[src/rtl/bus_record_hex_formatter.sv]
// Renders captured bus-cycle records as ASCII hex lines for the USART byte stream.
// Optional HEXFMT_INDEX_EN prefixes each line with a 16-bit record index and ':'.
module bus_record_hex_formatter #(
    parameter int CRLF      = 1,
    parameter int UPPER_HEX = 1
) (
    input  logic        comm_clock,
    input  logic        reset_n,
    input  logic        rec_valid,
    output logic        rec_ready,
    input  logic [31:0] rec_addr,
    input  logic [31:0] rec_data,
    input  logic [3:0]  rec_flags,
    input  logic        dump_done,
    output logic [7:0]  tx_data,
    output logic        tx_valid,
    input  logic        tx_ready,
    output logic        busy
);

    localparam logic [1:0] ST_IDLE    = 2'd0;
    localparam logic [1:0] ST_EMIT    = 2'd1;
    localparam logic [1:0] ST_TRAILER = 2'd2;

`ifdef HEXFMT_INDEX_EN
    localparam int PFX_LEN = 5;
`else
    localparam int PFX_LEN = 0;
`endif
    localparam int TERM_LEN = (CRLF != 0) ? 2 : 1;
    localparam int LINE_LEN = PFX_LEN + 19 + TERM_LEN;
    localparam logic [4:0] LINE_LAST = 5'(LINE_LEN - 1);
    localparam logic [4:0] TRL_LAST  = 5'(3 + TERM_LEN - 1);

    function automatic logic [7:0] hex_char(input logic [3:0] n);
        if (n < 4'd10)
            return 8'h30 + {4'h0, n};
        else
            return ((UPPER_HEX != 0) ? 8'h37 : 8'h57) + {4'h0, n};
    endfunction

    function automatic logic [7:0] term_char(input logic second);
        if (second || (CRLF == 0))
            return 8'h0A;
        else
            return 8'h0D;
    endfunction

    // Body layout: addr[0..7] ' ' data[9..16] ' ' flags[18] terminator[19..]
    function automatic logic [7:0] body_byte(input logic [67:0] rec, input logic [4:0] pos);
        logic [2:0] d;
        d = 3'(pos - 5'd9);
        if (pos <= 5'd7)
            return hex_char(4'(rec[67:36] >> {3'd7 - pos[2:0], 2'b00}));
        else if (pos == 5'd8 || pos == 5'd17)
            return 8'h20;
        else if (pos <= 5'd16)
            return hex_char(4'(rec[35:4] >> {3'd7 - d, 2'b00}));
        else if (pos == 5'd18)
            return hex_char(rec[3:0]);
        else
            return term_char(pos != 5'd19);
    endfunction

`ifdef HEXFMT_INDEX_EN
    function automatic logic [7:0] line_byte(input logic [67:0] rec, input logic [15:0] idx,
                                             input logic [4:0] pos);
        if (pos < 5'd4)
            return hex_char(4'(idx >> {2'd3 - pos[1:0], 2'b00}));
        else if (pos == 5'd4)
            return 8'h3A;
        else
            return body_byte(rec, 5'(pos - 5'd5));
    endfunction
`else
    function automatic logic [7:0] line_byte(input logic [67:0] rec, input logic [4:0] pos);
        return body_byte(rec, pos);
    endfunction
`endif

    function automatic logic [7:0] trailer_byte(input logic [4:0] pos);
        case (pos)
            5'd0:    return 8'h45;
            5'd1:    return 8'h4E;
            5'd2:    return 8'h44;
            5'd3:    return term_char(1'b0);
            default: return 8'h0A;
        endcase
    endfunction

    logic [1:0]  state_q, state_d;
    logic [4:0]  cnt_q, cnt_d;
    logic        trl_pend_q, trl_pend_d;
    logic [7:0]  tx_data_q, tx_data_d;
    logic        tx_valid_q, tx_valid_d;
    logic        rec_ready_q, rec_ready_d;
    logic [67:0] shadow_q;
`ifdef HEXFMT_INDEX_EN
    logic [15:0] idx_q, idx_d;
`endif

    logic        accept;
    logic        tx_hs;
    logic [67:0] rec_sel;
    logic [4:0]  pos_sel;
    logic [7:0]  line_char;
    logic [7:0]  trl_char;

    // In IDLE the first byte comes straight from the inputs so it can be registered
    // in the same cycle the record is accepted; afterwards the shadow copy is used.
    always_comb begin
        rec_sel = (state_q == ST_IDLE) ? {rec_addr, rec_data, rec_flags} : shadow_q;
        pos_sel = (state_q == ST_IDLE) ? 5'd0 : 5'(cnt_q + 5'd1);
`ifdef HEXFMT_INDEX_EN
        line_char = line_byte(rec_sel, idx_q, pos_sel);
`else
        line_char = line_byte(rec_sel, pos_sel);
`endif
        trl_char = trailer_byte(pos_sel);
    end

    assign accept = (state_q == ST_IDLE) && rec_valid && rec_ready_q;
    assign tx_hs  = tx_valid_q && tx_ready;

    always_comb begin
        state_d    = state_q;
        cnt_d      = cnt_q;
        trl_pend_d = trl_pend_q | dump_done;
        tx_data_d  = tx_data_q;
        tx_valid_d = tx_valid_q;
`ifdef HEXFMT_INDEX_EN
        idx_d      = idx_q;
`endif
        case (state_q)
            ST_IDLE: begin
                if (accept) begin
                    state_d    = ST_EMIT;
                    cnt_d      = 5'd0;
                    tx_valid_d = 1'b1;
                    tx_data_d  = line_char;
                end else if (trl_pend_q) begin
                    state_d    = ST_TRAILER;
                    cnt_d      = 5'd0;
                    tx_valid_d = 1'b1;
                    tx_data_d  = trl_char;
                end
            end
            ST_EMIT: begin
                if (tx_hs) begin
                    if (cnt_q == LINE_LAST) begin
                        state_d    = ST_IDLE;
                        cnt_d      = 5'd0;
                        tx_valid_d = 1'b0;
`ifdef HEXFMT_INDEX_EN
                        idx_d      = idx_q + 16'd1;
`endif
                    end else begin
                        cnt_d     = 5'(cnt_q + 5'd1);
                        tx_data_d = line_char;
                    end
                end
            end
            ST_TRAILER: begin
                if (tx_hs) begin
                    if (cnt_q == TRL_LAST) begin
                        state_d    = ST_IDLE;
                        cnt_d      = 5'd0;
                        tx_valid_d = 1'b0;
                        trl_pend_d = 1'b0;
`ifdef HEXFMT_INDEX_EN
                        idx_d      = 16'd0;
`endif
                    end else begin
                        cnt_d     = 5'(cnt_q + 5'd1);
                        tx_data_d = trl_char;
                    end
                end
            end
            default: begin
                state_d    = ST_IDLE;
                cnt_d      = 5'd0;
                tx_valid_d = 1'b0;
            end
        endcase
        rec_ready_d = (state_d == ST_IDLE);
    end

    always_ff @(posedge comm_clock or negedge reset_n) begin
        if (!reset_n) begin
            state_q     <= ST_IDLE;
            cnt_q       <= 5'd0;
            trl_pend_q  <= 1'b0;
            tx_data_q   <= 8'h00;
            tx_valid_q  <= 1'b0;
            rec_ready_q <= 1'b0;
        end else begin
            state_q     <= state_d;
            cnt_q       <= cnt_d;
            trl_pend_q  <= trl_pend_d;
            tx_data_q   <= tx_data_d;
            tx_valid_q  <= tx_valid_d;
            rec_ready_q <= rec_ready_d;
        end
    end

`ifdef HEXFMT_INDEX_EN
    always_ff @(posedge comm_clock or negedge reset_n) begin
        if (!reset_n)
            idx_q <= 16'd0;
        else
            idx_q <= idx_d;
    end
`endif

    always_ff @(posedge comm_clock) begin
        if (accept)
            shadow_q <= {rec_addr, rec_data, rec_flags};
    end

    assign rec_ready = rec_ready_q;
    assign tx_data   = tx_data_q;
    assign tx_valid  = tx_valid_q;
    assign busy      = (state_q != ST_IDLE) || trl_pend_q;

endmodule

[config.mk]
export PLATFORM = sky130hd
export DESIGN_NAME = bus_record_hex_formatter
export DESIGN_NICKNAME = d
export VERILOG_FILES = /design/src/rtl/bus_record_hex_formatter.sv
export SDC_FILE = /design/constraint.sdc
export NUM_CORES = 1
export LEC_CHECK = 0
export ABC_AREA = 1
export CAP_MARGIN = 20
export CORE_MARGIN = 2
export CORE_UTILIZATION = 46
export CTS_CLUSTER_SIZE = 25
export DETAILED_ROUTE_END_ITERATION = 12
export PLACE_DENSITY_LB_ADDON = 0.08
export SLEW_MARGIN = 20
export SYNTH_ARGS = -nofsm -noshare
export SYNTH_HDL_FRONTEND = slang
export SYNTH_SLANG_ARGS = --single-unit
[constraint.sdc]
create_clock -name comm_clock -period 3.8 [get_ports comm_clock]
set_clock_uncertainty 0.1 [all_clocks]
set_input_delay 0.76 -clock comm_clock [delete_from_list [all_inputs] [get_ports comm_clock]]
set_output_delay 0.76 -clock comm_clock [all_outputs]
set_load 0.01 [all_outputs]
[Word level (Yosys, flattened, before mapping)]
Index checks and enable logic that the tools add are counted.
Storage, ports and cells
  register bits after elaboration: 86
  bits of input ports: 73
  word-level logic and storage cells: 98
Cells by class
  add/subtract/negate cells: 10
  order comparisons: 5
  eq/ne operators: 18
  shift operators: 2
  mux-type cells: 42
  bitwise operators: 1
  reduce and logical (&&, ||, !) cells: 13
Operators with widths (count)
  $mux W8: 10
  $mux W68: 1
  $shr A32 B5 Y4: 2
  $add A6 B4 Y7 const A: 6
  $mux W5: 7
  $pmux W7 S4: 1
  $pmux W8 S3: 1
  $mux W7: 3
  $eq A5 B5 Y1 const B: 3
  $pmux W5 S3: 1
  $lt A4 B4 Y1 const B: 3
  $mux W2: 6
  $ne A2 B2 Y1 const B: 6
  $eq A5 B2 Y1 const B: 2
  $mux W1: 9
  $pmux W2 S3: 1
  $reduce_and A6 Y1: 1
  $sub A3 B3 Y3 const A: 2
  $add A5 B1 Y5 const B: 1
  $eq A5 B1 Y1 const B: 1
  $eq A5 B3 Y1 const B: 1
  $eq A5 B4 Y1 const B: 1
  $le A5 B3 Y1 const B: 1
  $le A5 B5 Y1 const B: 1
  other kinds (16): 20

[Logic depth before layout (Yosys ltp)]
  word-level depth: 13
  gate-level depth with buffers: 25
  mapped depth without buffers: 23

[Worst setup path before layout]
OpenSTA, ideal clock, no wires.
  path type: register to register
  from: register cnt_q[0]
  to: register tx_data_q[2] (netlist: tx_data[2])
  library setup time: 117 ps
  arrival: 2820 ps
  data required time: 3583 ps
  slack: 764 ps
  stages on the path, launching flop included: 26
  cells stage by stage: dfrtp_1 -> inv_2 -> ha_1 -> inv_1 -> nor2_4 -> buf_4 -> ha_1 -> buf_2 -> inv_1 -> a21oi_1 -> nand3_1 -> nand2_1 -> inv_2 -> nand2_1 -> nand2_2 -> inv_2 -> ha_1 -> nand3b_1 -> nand2_1 -> nand3_1 -> nand2_1 -> nand2_1 -> nand2_1 -> nand2_1 -> nand2_1 -> nand2_1
On the way
  cells in the longest elaborated chain, start to end: 13
RTL lines
  start, declared: line 92  | logic [4:0] cnt_q, cnt_d;
  start signal, assigned: line 198  | cnt_q <= cnt_d;
  $add A5 B1 Y5: line 113  | pos_sel = (state_q == ST_IDLE) ? 5'd0 : 5'(cnt_q + 5'd1);
  $mux W5: line 113
  $sub A3 B1 Y3: line 52  | d = 3'(pos - 5'd9);
  $sub A3 B3 Y3: line 58  | return hex_char(4'(rec[35:4] >> {3'd7 - d, 2'b00}));
  $shr A32 B5 Y4: line 58
  $add A6 B4 Y7, or another cell as far along: line 39  | return ((UPPER_HEX != 0) ? 8'h37 : 8'h57) + {4'h0, n};
  $mux W7: line 36  | if (n < 4'd10)
  $mux W8: line 57  | else if (pos <= 5'd16)
  $mux W8: line 55  | else if (pos == 5'd8 || pos == 5'd17)
  $mux W8: line 53  | if (pos <= 5'd7)
  $mux W8: line 150  | if (cnt_q == LINE_LAST) begin
  $mux W8: line 149  | if (tx_hs) begin
  $pmux W8 S3: line 134  | case (state_q)
  end signal, assigned: line 200  | tx_data_q <= tx_data_d;
  end, declared: line 94  | logic [7:0] tx_data_q, tx_data_d;
Several ways; a longest one is shown, not always the timed one. The select of a mux whose other input is x is not followed.
A chain may end at the register's enable or synchronous reset.

[Worst setup path in the final report]
Ends and elaborated chain as after synthesis.

==> results.yml <==
placement:
  place_hpwl_um: 7820
  placement.io_buffers: 82
  finalWeightedCongestion: 0.918
  post_dp_cell_area_mm2: 0.00559
floorplan:
  floorplan.initialDensity_pct: 47.5
  die_w_um: 105
  fp.dieArea_mm2: 0.0110
  core.rowCount: 36
  io-pin-count: 84
  die-height_um: 105
  core_area_mm2: 0.00982
pwr:
  switching_share_pct: 46.0
  ir_worst_vdd_mv: 0.336
  power.density_cell_area_mw_per_mm2: 845
  pwr-share-seq_pct: 26.6
  power_frac_clock_pct: 14.2
  power.internal_uw: 2650
  comb_power_share_pct: 59.2
  leakage_uw: 0.00233
  total_switching_power_uw: 2260
detailed_routing:
  drc_errors: 0
  route.antenna.remaining_nets: 0
  drt-vias-per-instance: 5.14
  wl_um: 10400
  dr.first_iter.drc_count: 180
  dr_total_vias: 3722
  wl_per_cell_um: 14.4
  drt_first_pass_iters: 5
final_layout:
  multi_input_comb_area_mm2: 0.00187
  n_fill_cell: 922
  area_growth_syn_to_layout_pct: 24.4
  final_design_area_no_fill_mm2: 0.00580
  antennaDiodeCount: 0
  layout-drive-gt1-share_pct: 13.5
  ff_latch_area_mm2: 0.00247
  nNetsFinal: 672
grt:
  number_of_antenna_violations_at_the_first_check_in_global_routing: 0
  grt_start_max_net_pins: 69
  gr-total-overflow: 0
  global_route.usage.total_pct: 20.1
  grt_first_pass_wirelength_um: 17500
  first_global_vias: 3668
clock_network:
  cts-resized-gates: 0
  cts_made_buffers: 9
  clock_latency_ns: 0.36
  clock_tree.buffer_depth: 2
  cts.reportedPaths.clkPinSlew_ns: 0.08
  h_tree_lvls: 3
  post_cts.repair.setup_buffers: 0
  cts_tree: "done"
  clock_sinks: 85
  ctsHoldBuffers: 0
  cts.root.buffer_cell: "clkbuf_8"
timing:
  rsz0062_at_grt: "false"
  tightest_slew_ns: 0.862
  finalCritPeriodShare_pct: 86.2
  max-slew-margin-rel_pct: 42.5
  finalHoldViolCount: 0
  timing_limited_maximum_frequency_mhz: 305
  post-route-min-period_ns: 3.28
  setup_viol: 0
  slew_viol_final: 0
  setup-tns-final_ns: 0
  fin_worst_hold_slack_ns: 0.395
yosys:
  synth-main-ff-cell: "edfxtp_1"
  synth-seq-area-share_pct: 52.9
  yosys_warnings: 0
  synth_top_area_share_pct: 43.8
  syn_avg_cell_area_um2: 9.33
  syn_area_mm2: 0.00467
  synth_cells: 500
  synth_enable_flop_cells: 68
  synthMostInstantiatedCell: "nand2_1"
  synth_area_leaders: "edfxtp_1, nand2_1, dfrtp_1"
  async_reset_ff_share_pct: 20.0
  postSynthNetCount: 586
  synth_common_cells: "nand2_1, edfxtp_1, nand3_1, inv_1, a21oi_1"
  synth_largest_area_cell: "edfxtp_1"
  ys_seq_elements: 85
  post_synth_num_cell_types: 43
worst_setup_path:
  cp_max_fo: 12
  crit_path_start_kind: "flip-flop"
  cp.arrival_ns: 3.48
  cp_data_required_time_ns: 4.00
  end_kind: "flip-flop"
  timing.setup.critical_path_class: "flip-flop to flip-flop"
status:
  outcome: "finished clean"
min_path:
  worst_min_delay_path_class: "flip-flop to flip-flop"
job:
  drv_cap: 0
-- power by group through the flow --
stage                     Combinational, uW  Clock [uW]  Sequential [uW]
after floorplan                        2230           0             1320
after global routing                   3300         749             1320
after CTS                              2910         713             1300
final                                  2910         696             1300
after global placement                 2850           0             1320
after detailed placement               2890           0             1320
-- kinds of logic (layout without fill, tap and decap cells) --
logic type               Yosys count  in the layout  synth area share (%)
AO/OA/AOI/OAI                     64             64                  7.91
adder cells (fa/ha/maj)           13             13                  3.49
flip-flops                        85             85                  52.9
other                              1              1                0.0804
AND/OR/NAND/NOR                  262            262                  27.4
buffers and inverters             69            160                  7.08
multiplexers                       1              1                 0.214
XOR/XNOR                           5              5                 0.939
-- final cells by class --
type                       count  share of cell area (%)
clock buffer                  10                    2.20
clock inverter                 6                    1.49
inverter                      56                    3.75
multi-input combinational    346                    32.2
sequential                    85                    42.5
tap                          133                    2.87
timing repair buffer          88                    14.9
-- per-stage QoR --
stage | power (uW) | cells | utilization, % | setup slack [ns]
global route | 5370 | 724 | 59.1 | 0.150
detailed placement | 4220 | 708 | 56.9 | 0.387
global placement | 4170 | 708 | 56.9 | 0.523
CTS | 4930 | 724 | 59.1 | 0.347
finish | 4910 | 724 | 59.1 | 0.523
floorplan | 3550 | 500 | - | 0.764
-- flip-flops by register name, summed over array words and instances, names as in the netlist --
register	cells
rec_ready	1
shadow_q	68
trl_pend_q	1
state_q	2
tx_valid	1
cnt_q	5
tx_data	7
-- worst max-delay path: stages, from the launching register on --
cell      delay [ns]
dfrtp_2         0.54
inv_2           0.07
ha_1            0.30
inv_1           0.14
nor2_4          0.07
ha_1            0.49
inv_1           0.22
a21oi_1         0.15
nand3_1         0.08
nand2_1         0.09
inv_2           0.03
nand2_1         0.06
nand2_2         0.08
inv_2           0.09
ha_1            0.18
nand3b_1        0.11
nand2_1         0.05
nand3_1         0.06
nand2_1         0.05
nand2_1         0.05
nand2_1         0.05
nand2_1         0.05
nand2_1         0.05
nand2_1         0.05
-- placed cells by master (no fill, tap or decap), types with 3 or more instances in the layout --
cell,n
nand2_1,141
clkdlybuf4s50_1,82
edfxtp_1,68
nand3_1,66
inv_1,34
a21oi_1,32
inv_2,17
dfrtp_1,16
nand2_2,13
nor2_1,12
o21ai_0,12
ha_1,12
clkbuf_8,9
buf_4,6
nand3_2,5
o22ai_1,5
nand4_1,4
o21ai_1,4
inv_4,3
nand2_4,3
a22oi_1,3
nor3_1,3
xor2_1,3
clkinv_1,3
nor2_2,3
-- metal layers --
layer / vias up / wire length [um] / GRT usage, %
li1: 1866 / - / -
met1: 1741 / 4820 / 27.6
met2: 97 / 4890 / 31.6
met3: 18 / 478 / 3.87
met4: 0 / 250 / 7.71
met5: - / 0 / 0
-- path summary, 6_finish.rpt --
path	startpoint	cells past startpoint	to	slack [ns]
max	cnt_q[0]	23	tx_data[2]	0.52
min	tx_data[0]	2	tx_data[0]	0.40
max reg2reg	cnt_q[0]	23	tx_data[2]	0.52
min reg2reg	tx_data[0]	2	tx_data[0]	0.40
max in group asynchronous	reset_n	1	cnt_q[0]	2.24
min in group asynchronous	reset_n	1	tx_valid	0.77
Power figures use the tool's default switching activity.
